--- src/rtl/imem_loader_ctrl_pkg.sv ---
// imem_loader_ctrl_pkg: shared IMEM types and sizing
package imem_loader_ctrl_pkg;
  typedef logic [31:0] u32_t;
  typedef enum logic [1:0] {IDLE = 2'd0, LOAD = 2'd1, RUN = 2'd2} imem_ctrl_state_t;
  localparam int IMEM_SIZE_WORDS = 256;
endpackage

--- src/rtl/imem_loader_ctrl_if.sv ---
// imem_loader_ctrl_if: loader, fetch and IMEM port bundle of the IMEM loader controller
interface imem_loader_ctrl_if import imem_loader_ctrl_pkg::*; #(
  parameter int SIZE_WORDS = IMEM_SIZE_WORDS
) ();
  localparam int CW = $clog2(SIZE_WORDS) + 1;
  logic          load_start;
  logic          ld_valid;
  u32_t          ld_data;
  logic          ld_last;
  logic          ld_ready;
  logic          fetch_req;
  u32_t          fetch_addr;
  u32_t          fetch_data;
  logic          fetch_valid;
  logic          core_stall;
  u32_t          mem_addr;
  logic          mem_we;
  u32_t          mem_wdata;
  u32_t          mem_rdata;
  logic          load_done;
  logic          load_err;
  logic [CW-1:0] word_count;
  modport slave (
    input  load_start, ld_valid, ld_data, ld_last, fetch_req, fetch_addr, mem_rdata,
    output ld_ready, fetch_data, fetch_valid, core_stall, mem_addr, mem_we, mem_wdata,
           load_done, load_err, word_count
  );
  modport master (
    output load_start, ld_valid, ld_data, ld_last, fetch_req, fetch_addr, mem_rdata,
    input  ld_ready, fetch_data, fetch_valid, core_stall, mem_addr, mem_we, mem_wdata,
           load_done, load_err, word_count
  );
endinterface

--- src/rtl/imem_loader_ctrl.sv ---
// imem_loader_ctrl: arbitrates the IMEM port between the image loader and core fetch
module imem_loader_ctrl import imem_loader_ctrl_pkg::*; #(
  parameter int SIZE_WORDS = IMEM_SIZE_WORDS,
  parameter bit AUTO_RUN   = 1'b0
) (
  input logic         clk,
  input logic         rst_n,
  imem_loader_ctrl_if.slave bus
);
  localparam int AW = $clog2(SIZE_WORDS);
  localparam int CW = AW + 1;
  localparam logic [1:0] S_IDLE = IDLE;
  localparam logic [1:0] S_LOAD = LOAD;
  localparam logic [1:0] S_RUN  = RUN;
  localparam logic [1:0] S_RST  = AUTO_RUN ? S_RUN : S_IDLE;
  logic [1:0]    state_q, state_d;
  logic [AW-1:0] ptr_q, ptr_d;
  logic [CW-1:0] cnt_q, cnt_d;
  logic          err_q, err_d, done_q, done_d;
  logic          in_load, in_run, acc, full;
  assign in_load = state_q == S_LOAD;
  assign in_run  = state_q == S_RUN;
  assign acc     = in_load & bus.ld_valid;
  assign full    = ptr_q == AW'(SIZE_WORDS - 1);
  // the pointer holds at the top word so an overflowing image never wraps onto word 0
  always_comb begin
    state_d = state_q;
    ptr_d   = ptr_q;
    cnt_d   = cnt_q;
    err_d   = err_q;
    done_d  = 1'b0;
    if (in_load) begin
      if (acc) begin
        ptr_d = full ? ptr_q : ptr_q + 1'b1;
        cnt_d = cnt_q + 1'b1;
        if (bus.ld_last || full) begin
          state_d = S_RUN;
          done_d  = 1'b1;
          err_d   = !bus.ld_last;
        end
      end
    end else begin
      state_d = bus.load_start ? S_LOAD : in_run ? S_RUN : S_IDLE;
      if (bus.load_start || !in_run) begin
        ptr_d = '0;
        cnt_d = '0;
        err_d = 1'b0;
      end
    end
  end
  always_ff @(posedge clk or negedge rst_n) begin
    if (!rst_n) begin
      state_q <= S_RST;
      ptr_q   <= '0;
      cnt_q   <= '0;
      err_q   <= 1'b0;
      done_q  <= 1'b0;
    end else begin
      state_q <= state_d;
      ptr_q   <= ptr_d;
      cnt_q   <= cnt_d;
      err_q   <= err_d;
      done_q  <= done_d;
    end
  end
  assign bus.ld_ready    = in_load;
  assign bus.mem_we      = acc;
  assign bus.mem_wdata   = acc ? bus.ld_data : '0;
  assign bus.mem_addr    = in_run ? bus.fetch_addr : in_load ? 32'({ptr_q, 2'b00}) : '0;
  assign bus.fetch_valid = in_run & bus.fetch_req;
  assign bus.fetch_data  = in_run ? bus.mem_rdata : '0;
  assign bus.core_stall  = !in_run;
  assign bus.load_done   = done_q;
  assign bus.load_err    = err_q;
  assign bus.word_count  = cnt_q;
endmodule

--- src/flat_wrapper.sv ---
// flat-port wrapper written by rule: the top's interface ports become plain ports
module imem_loader_ctrl_flat import imem_loader_ctrl_pkg::*;
#(
  parameter int SIZE_WORDS = IMEM_SIZE_WORDS,
  parameter bit AUTO_RUN   = 1'b0
)
  (clk, rst_n, bus_load_start, bus_ld_valid, bus_ld_data, bus_ld_last, bus_fetch_req, bus_fetch_addr, bus_mem_rdata, bus_ld_ready, bus_fetch_data, bus_fetch_valid, bus_core_stall, bus_mem_addr, bus_mem_we, bus_mem_wdata, bus_load_done, bus_load_err, bus_word_count);
  imem_loader_ctrl_if #(.SIZE_WORDS(SIZE_WORDS)) bus_i ();
  input logic clk;
  input logic rst_n;
  input wire logic [$bits(bus_i.load_start)-1:0] bus_load_start;
  input wire logic [$bits(bus_i.ld_valid)-1:0] bus_ld_valid;
  input wire logic [$bits(bus_i.ld_data)-1:0] bus_ld_data;
  input wire logic [$bits(bus_i.ld_last)-1:0] bus_ld_last;
  input wire logic [$bits(bus_i.fetch_req)-1:0] bus_fetch_req;
  input wire logic [$bits(bus_i.fetch_addr)-1:0] bus_fetch_addr;
  input wire logic [$bits(bus_i.mem_rdata)-1:0] bus_mem_rdata;
  output wire logic [$bits(bus_i.ld_ready)-1:0] bus_ld_ready;
  output wire logic [$bits(bus_i.fetch_data)-1:0] bus_fetch_data;
  output wire logic [$bits(bus_i.fetch_valid)-1:0] bus_fetch_valid;
  output wire logic [$bits(bus_i.core_stall)-1:0] bus_core_stall;
  output wire logic [$bits(bus_i.mem_addr)-1:0] bus_mem_addr;
  output wire logic [$bits(bus_i.mem_we)-1:0] bus_mem_we;
  output wire logic [$bits(bus_i.mem_wdata)-1:0] bus_mem_wdata;
  output wire logic [$bits(bus_i.load_done)-1:0] bus_load_done;
  output wire logic [$bits(bus_i.load_err)-1:0] bus_load_err;
  output wire logic [$bits(bus_i.word_count)-1:0] bus_word_count;
  assign bus_i.load_start = bus_load_start;
  assign bus_i.ld_valid = bus_ld_valid;
  assign bus_i.ld_data = bus_ld_data;
  assign bus_i.ld_last = bus_ld_last;
  assign bus_i.fetch_req = bus_fetch_req;
  assign bus_i.fetch_addr = bus_fetch_addr;
  assign bus_i.mem_rdata = bus_mem_rdata;
  assign bus_ld_ready = bus_i.ld_ready;
  assign bus_fetch_data = bus_i.fetch_data;
  assign bus_fetch_valid = bus_i.fetch_valid;
  assign bus_core_stall = bus_i.core_stall;
  assign bus_mem_addr = bus_i.mem_addr;
  assign bus_mem_we = bus_i.mem_we;
  assign bus_mem_wdata = bus_i.mem_wdata;
  assign bus_load_done = bus_i.load_done;
  assign bus_load_err = bus_i.load_err;
  assign bus_word_count = bus_i.word_count;
  imem_loader_ctrl #(.SIZE_WORDS(SIZE_WORDS), .AUTO_RUN(AUTO_RUN)) u_core (.clk(clk), .rst_n(rst_n), .bus(bus_i));
endmodule
--- config.mk ---
export PLATFORM = sky130hd
export DESIGN_NAME = imem_loader_ctrl_flat
export DESIGN_NICKNAME = d
export VERILOG_FILES = /design/src/rtl/imem_loader_ctrl_pkg.sv /design/src/rtl/imem_loader_ctrl_if.sv /design/src/rtl/imem_loader_ctrl.sv /design/src/flat_wrapper.sv
export SDC_FILE = /design/constraint.sdc
export NUM_CORES = 1
export LEC_CHECK = 0
export ABC_CLOCK_PERIOD_IN_PS = 5570
export BUFFER_PORTS_ARGS = -buffer_cell sky130_fd_sc_hd__clkbuf_2
export CAP_MARGIN = 20
export CORE_AREA = 2 2 83 85
export DETAILED_ROUTE_END_ITERATION = 16
export DIE_AREA = 0 0 85 87
export GPL_TIMING_DRIVEN = 0
export HOLD_SLACK_MARGIN = 0.02
export MAX_ROUTING_LAYER = met4
export PLACE_DENSITY_LB_ADDON = 0.12
export SYNTH_ARGS = -nofsm -noshare
export SYNTH_HDL_FRONTEND = slang
export SYNTH_SLANG_ARGS = --single-unit
export TNS_END_PERCENT = 100
--- constraint.sdc ---
create_clock -name clk -period 5.57 [get_ports clk]
set_clock_uncertainty 0.15 [all_clocks]
set_input_delay 1.114 -clock clk [delete_from_list [all_inputs] [get_ports clk]]
set_output_delay 1.114 -clock clk [all_outputs]
set_load 0.02 [all_outputs]
==> reports/results.md <==
| Quantity | Value |
|:---|:---|
| Outcome | complete, no violations |
| Final worst path period need | 3.62 ns |
| DR vias | 2462 |
| Largest fanout of any net on the critical path | 10 |
| Average via count per standard cell | 4.72 |
| Sw Pwr | 0.483 mW |
| DRC errors left | 0 |
| Count of instances resized after the clock tree is built | 0 |
| Global placer's final weighted congestion | 0.820 |
| Root buf cell | clkbuf_8 |
| Final-stage net count | 547 |
| Number of buffers added for setup after CTS | 0 |
| Die area | 7400 sq um |
| Half-perimeter wire length after detailed placement | 6790 um |
| Num CTS Buffers | 3 |
| Met3 usage in global routing | 3.22% |
| Placeable Area | 6570 sq um |
| Number of distinct library cells after synthesis | 35 |
| Final Routed Wirelength | 7840 um |
| GRT Util Overall | 19.9% |
| Share of the clock period used by the worst path after layout | 64.9% |
| Worst R2R Setup Slack | 3.54 ns |
| Synthesis-stage register bit count | 21 |
| PD cells | 303 nW/um^2 |
| Peak VDD IR | 0.000218 V |
| Leftover overflow at the end of global routing | 0 |
| Relative area change from synthesis to final layout | 66.4% |
| Antenna violations before repair | 0 |
| Total number of yosys warnings | 0 |
| Routing layer with the top usage in global route | met2 |
| Buffers from clock root to sink, at most | 2 |
| Post-synthesis sequential area ratio | 28.9% |
| Primary flip-flop cell chosen by synthesis mapping | dfrtp_1 |
| Last element of the critical path | bus_mem_wdata[8] |
| Setup Viol. Count Final | 0 |
| Die height | 87 um |
| Met1 Track Usage GR | 25.0% |
| Clock-pin slew on the worst setup and hold paths | 0.08 ns |
| Share of power burned in combinational logic | 67.8% |
| Clock tree from TritonCTS | built |
| Arrival time at the worst endpoint | 2.35 ns |
| Critical Setup Path Class | primary input to output port |
| Launching element of the worst setup path | bus_ld_valid |
| X dimension of the die | 85 um |
| Cell area after placement | 2980 sq um |
| Maximum clock rate | 0.277 GHz |
| Ys async rst share | 100% |
| Worst flop-to-flop path startpoint | u_core.ptr_q[0]$_DFFE_PN0P_ |
| Setup TNS | 0 ns |
| Worst EP required | 4.31 ns |
| Wire length of the first global-routing pass | 11200 um |
| CP endpoint kind | output port |
| Critical register-to-register path endpoint | u_core.ptr_q[2]$_DFFE_PN0P_ |
| Number of rows in the core area | 30 |
| Met2 GRT Util | 34.6% |
| Syn Nets | 330 |
| Part of the power in registers | 21.2% |
| # hold bufs at CTS | 0 |
| Critical path launch point type | primary input |
| R2r worst-path depth | 6 |
| Rel. slew slack | 63.4% |
| Worst min path class | register to register |
| Max H-tree Level | 1 |
| Vias in the first global route | 2201 |
| Leading cell types in the layout, fill and taps excluded | clkbuf_2 (212), and2_1 (58), and3_1 (34) |
| Switching part of the total power | 52.6% |
| Port Buffer Count | 212 |
| Post-route cell area | 3030 sq um |
| Number of max-capacitance violations reported | 0 |
| Skew-Pair Late Insertion Delay | 0.26 ns |
| Remaining antenna violation count | 0 |
| Clock sinks | 21 |
| Pre-antenna DRT Iters | 4 |
| Largest net degree at the start of global routing | 22 |
| Max Slew Vio Count | 0 |
| Detail-routed net length per standard cell | 15.0 um |
| Initial Utilization | 27.7% |
| Mapped Cells | 226 |
| Share of total power in the clock network | 11.0% |
| Mean Syn Cell Area | 8.04 sq um |
| Cell leakage power | 1.82 nW |
| Measured slew at the worst slew-check pin | 0.550 ns |
| Netlist Area Pre-Place | 1820 sq um |
| Final Hold Viols | 0 |
| Most common library cell in the layout ignoring fill and taps | clkbuf_2 |
| I/O pin cnt | 213 |
| Diodes inserted | 0 |
| Starting DRC count in detailed routing | 65 |
| Internal Power | 0.435 mW |
| Number of flops mapped to enable cells by yosys | 0 |
| Setup repair after global routing missed its margin | no |
| Fraction of final layout cells with drive strength greater than 1 | 52.0% |
power groups by stage:
| stage | registers, mW | logic, mW | clock network [mW] |
|---|---|---|---|
| floorplan | 0.202 | 0.390 | 0 |
| global route | 0.199 | 0.678 | 0.112 |
| detailed placement | 0.198 | 0.629 | 0 |
| global placement | 0.197 | 0.626 | 0 |
| CTS | 0.195 | 0.631 | 0.104 |
| finish | 0.194 | 0.623 | 0.101 |
cells by family after synthesis:
| family | count (synthesis) | share of synthesized area, % |
|---|---|---|
| buffers and inverters | 24 | 5.85 |
| XOR/XNOR | 3 | 1.45 |
| AO/OA/AOI/OAI | 41 | 16.7 |
| adder cells (fa/ha/maj) | 2 | 1.38 |
| AND/OR/NAND/NOR | 134 | 45.1 |
| flip-flops | 21 | 28.9 |
| multiplexers | 1 | 0.619 |
layer usage:
layer  share of wire [%]  up-vias  wire length (um)
met3                 6.6        4               515
met4                0.96        0                75
met1                  42     1103              3260
met5                   0        -                 0
li1                    -     1231                 -
met2                  51      124              3980
registers in the layout (all words and copies together) (netlist names):
signal / flops
u_core.bus.word_count: 9
u_core.ptr_q: 8
u_core.state_q: 2
u_core.bus.load_done: 1
u_core.bus.load_err: 1
how the worst min path moves through the flow:
stage                     slack [ns]                       startpoint  cells past startpoint                               to
after detailed placement        0.37  u_core.bus.load_err$_DFFE_PN0P_                      2  u_core.bus.load_err$_DFFE_PN0P_
after global routing            0.43  u_core.bus.load_err$_DFFE_PN0P_                      2  u_core.bus.load_err$_DFFE_PN0P_
after global placement          0.37  u_core.bus.load_err$_DFFE_PN0P_                      2  u_core.bus.load_err$_DFFE_PN0P_
after CTS                       0.39  u_core.bus.load_err$_DFFE_PN0P_                      2  u_core.bus.load_err$_DFFE_PN0P_
after floorplan                 0.38      u_core.ptr_q[7]$_DFFE_PN0P_                      1      u_core.ptr_q[7]$_DFFE_PN0P_
final                           0.38  u_core.bus.load_err$_DFFE_PN0P_                      2  u_core.bus.load_err$_DFFE_PN0P_
layout make-up:
cell class,count,area [sq um]
Fill cell,727,3540
Multi-Input combinational cell,181,1190
Timing Repair Buffer,212,1060
Sequential cell,21,526
Tap cell,80,100
Buffer,20,91.3
Clock buffer,3,41.3
Inverter,4,15.0
Clock inverter,1,5.00
through the flow:
stage | util [%] | hold slack, ns | power (mW) | instances | worst slack (ns)
global placement | 45.4 | 0.368 | 0.824 | 518 | 1.94
global route | 46.1 | 0.427 | 0.989 | 522 | 1.83
CTS | 46.1 | 0.385 | 0.930 | 522 | 1.94
detailed placement | 45.4 | 0.367 | 0.827 | 518 | 1.94
floorplan | - | 0.376 | 0.592 | 226 | 2.46
finish | 46.1 | 0.376 | 0.918 | 522 | 1.95
worst max-delay path, cell delays in order:
cell,delay (ns)
clkbuf_2,0.15
clkbuf_1,0.33
clkbuf_1,0.34
and3_1,0.22
clkbuf_2,0.20
synth_stat cells (2+ instances only):
library cell	count	share of area, %
or4_1	7	2.9
dfrtp_1	21	29
nand2_1	6	1.2
nand4_1	2	0.69
and2_1	58	20
o21ai_0	4	1.1
xor2_1	3	1.4
nand3_1	8	2.2
and3_4	3	1.9
inv_1	2	0.41
ha_1	2	1.4
a21oi_1	11	3.0
o211ai_1	5	2.1
nor2_1	9	1.9
inv_2	2	0.41
clkbuf_1	16	3.3
a22o_1	9	4.3
buf_4	2	0.83
and3_1	34	12
o31ai_1	6	2.5
or3_1	2	0.69
Power figures use the tool's default switching activity.
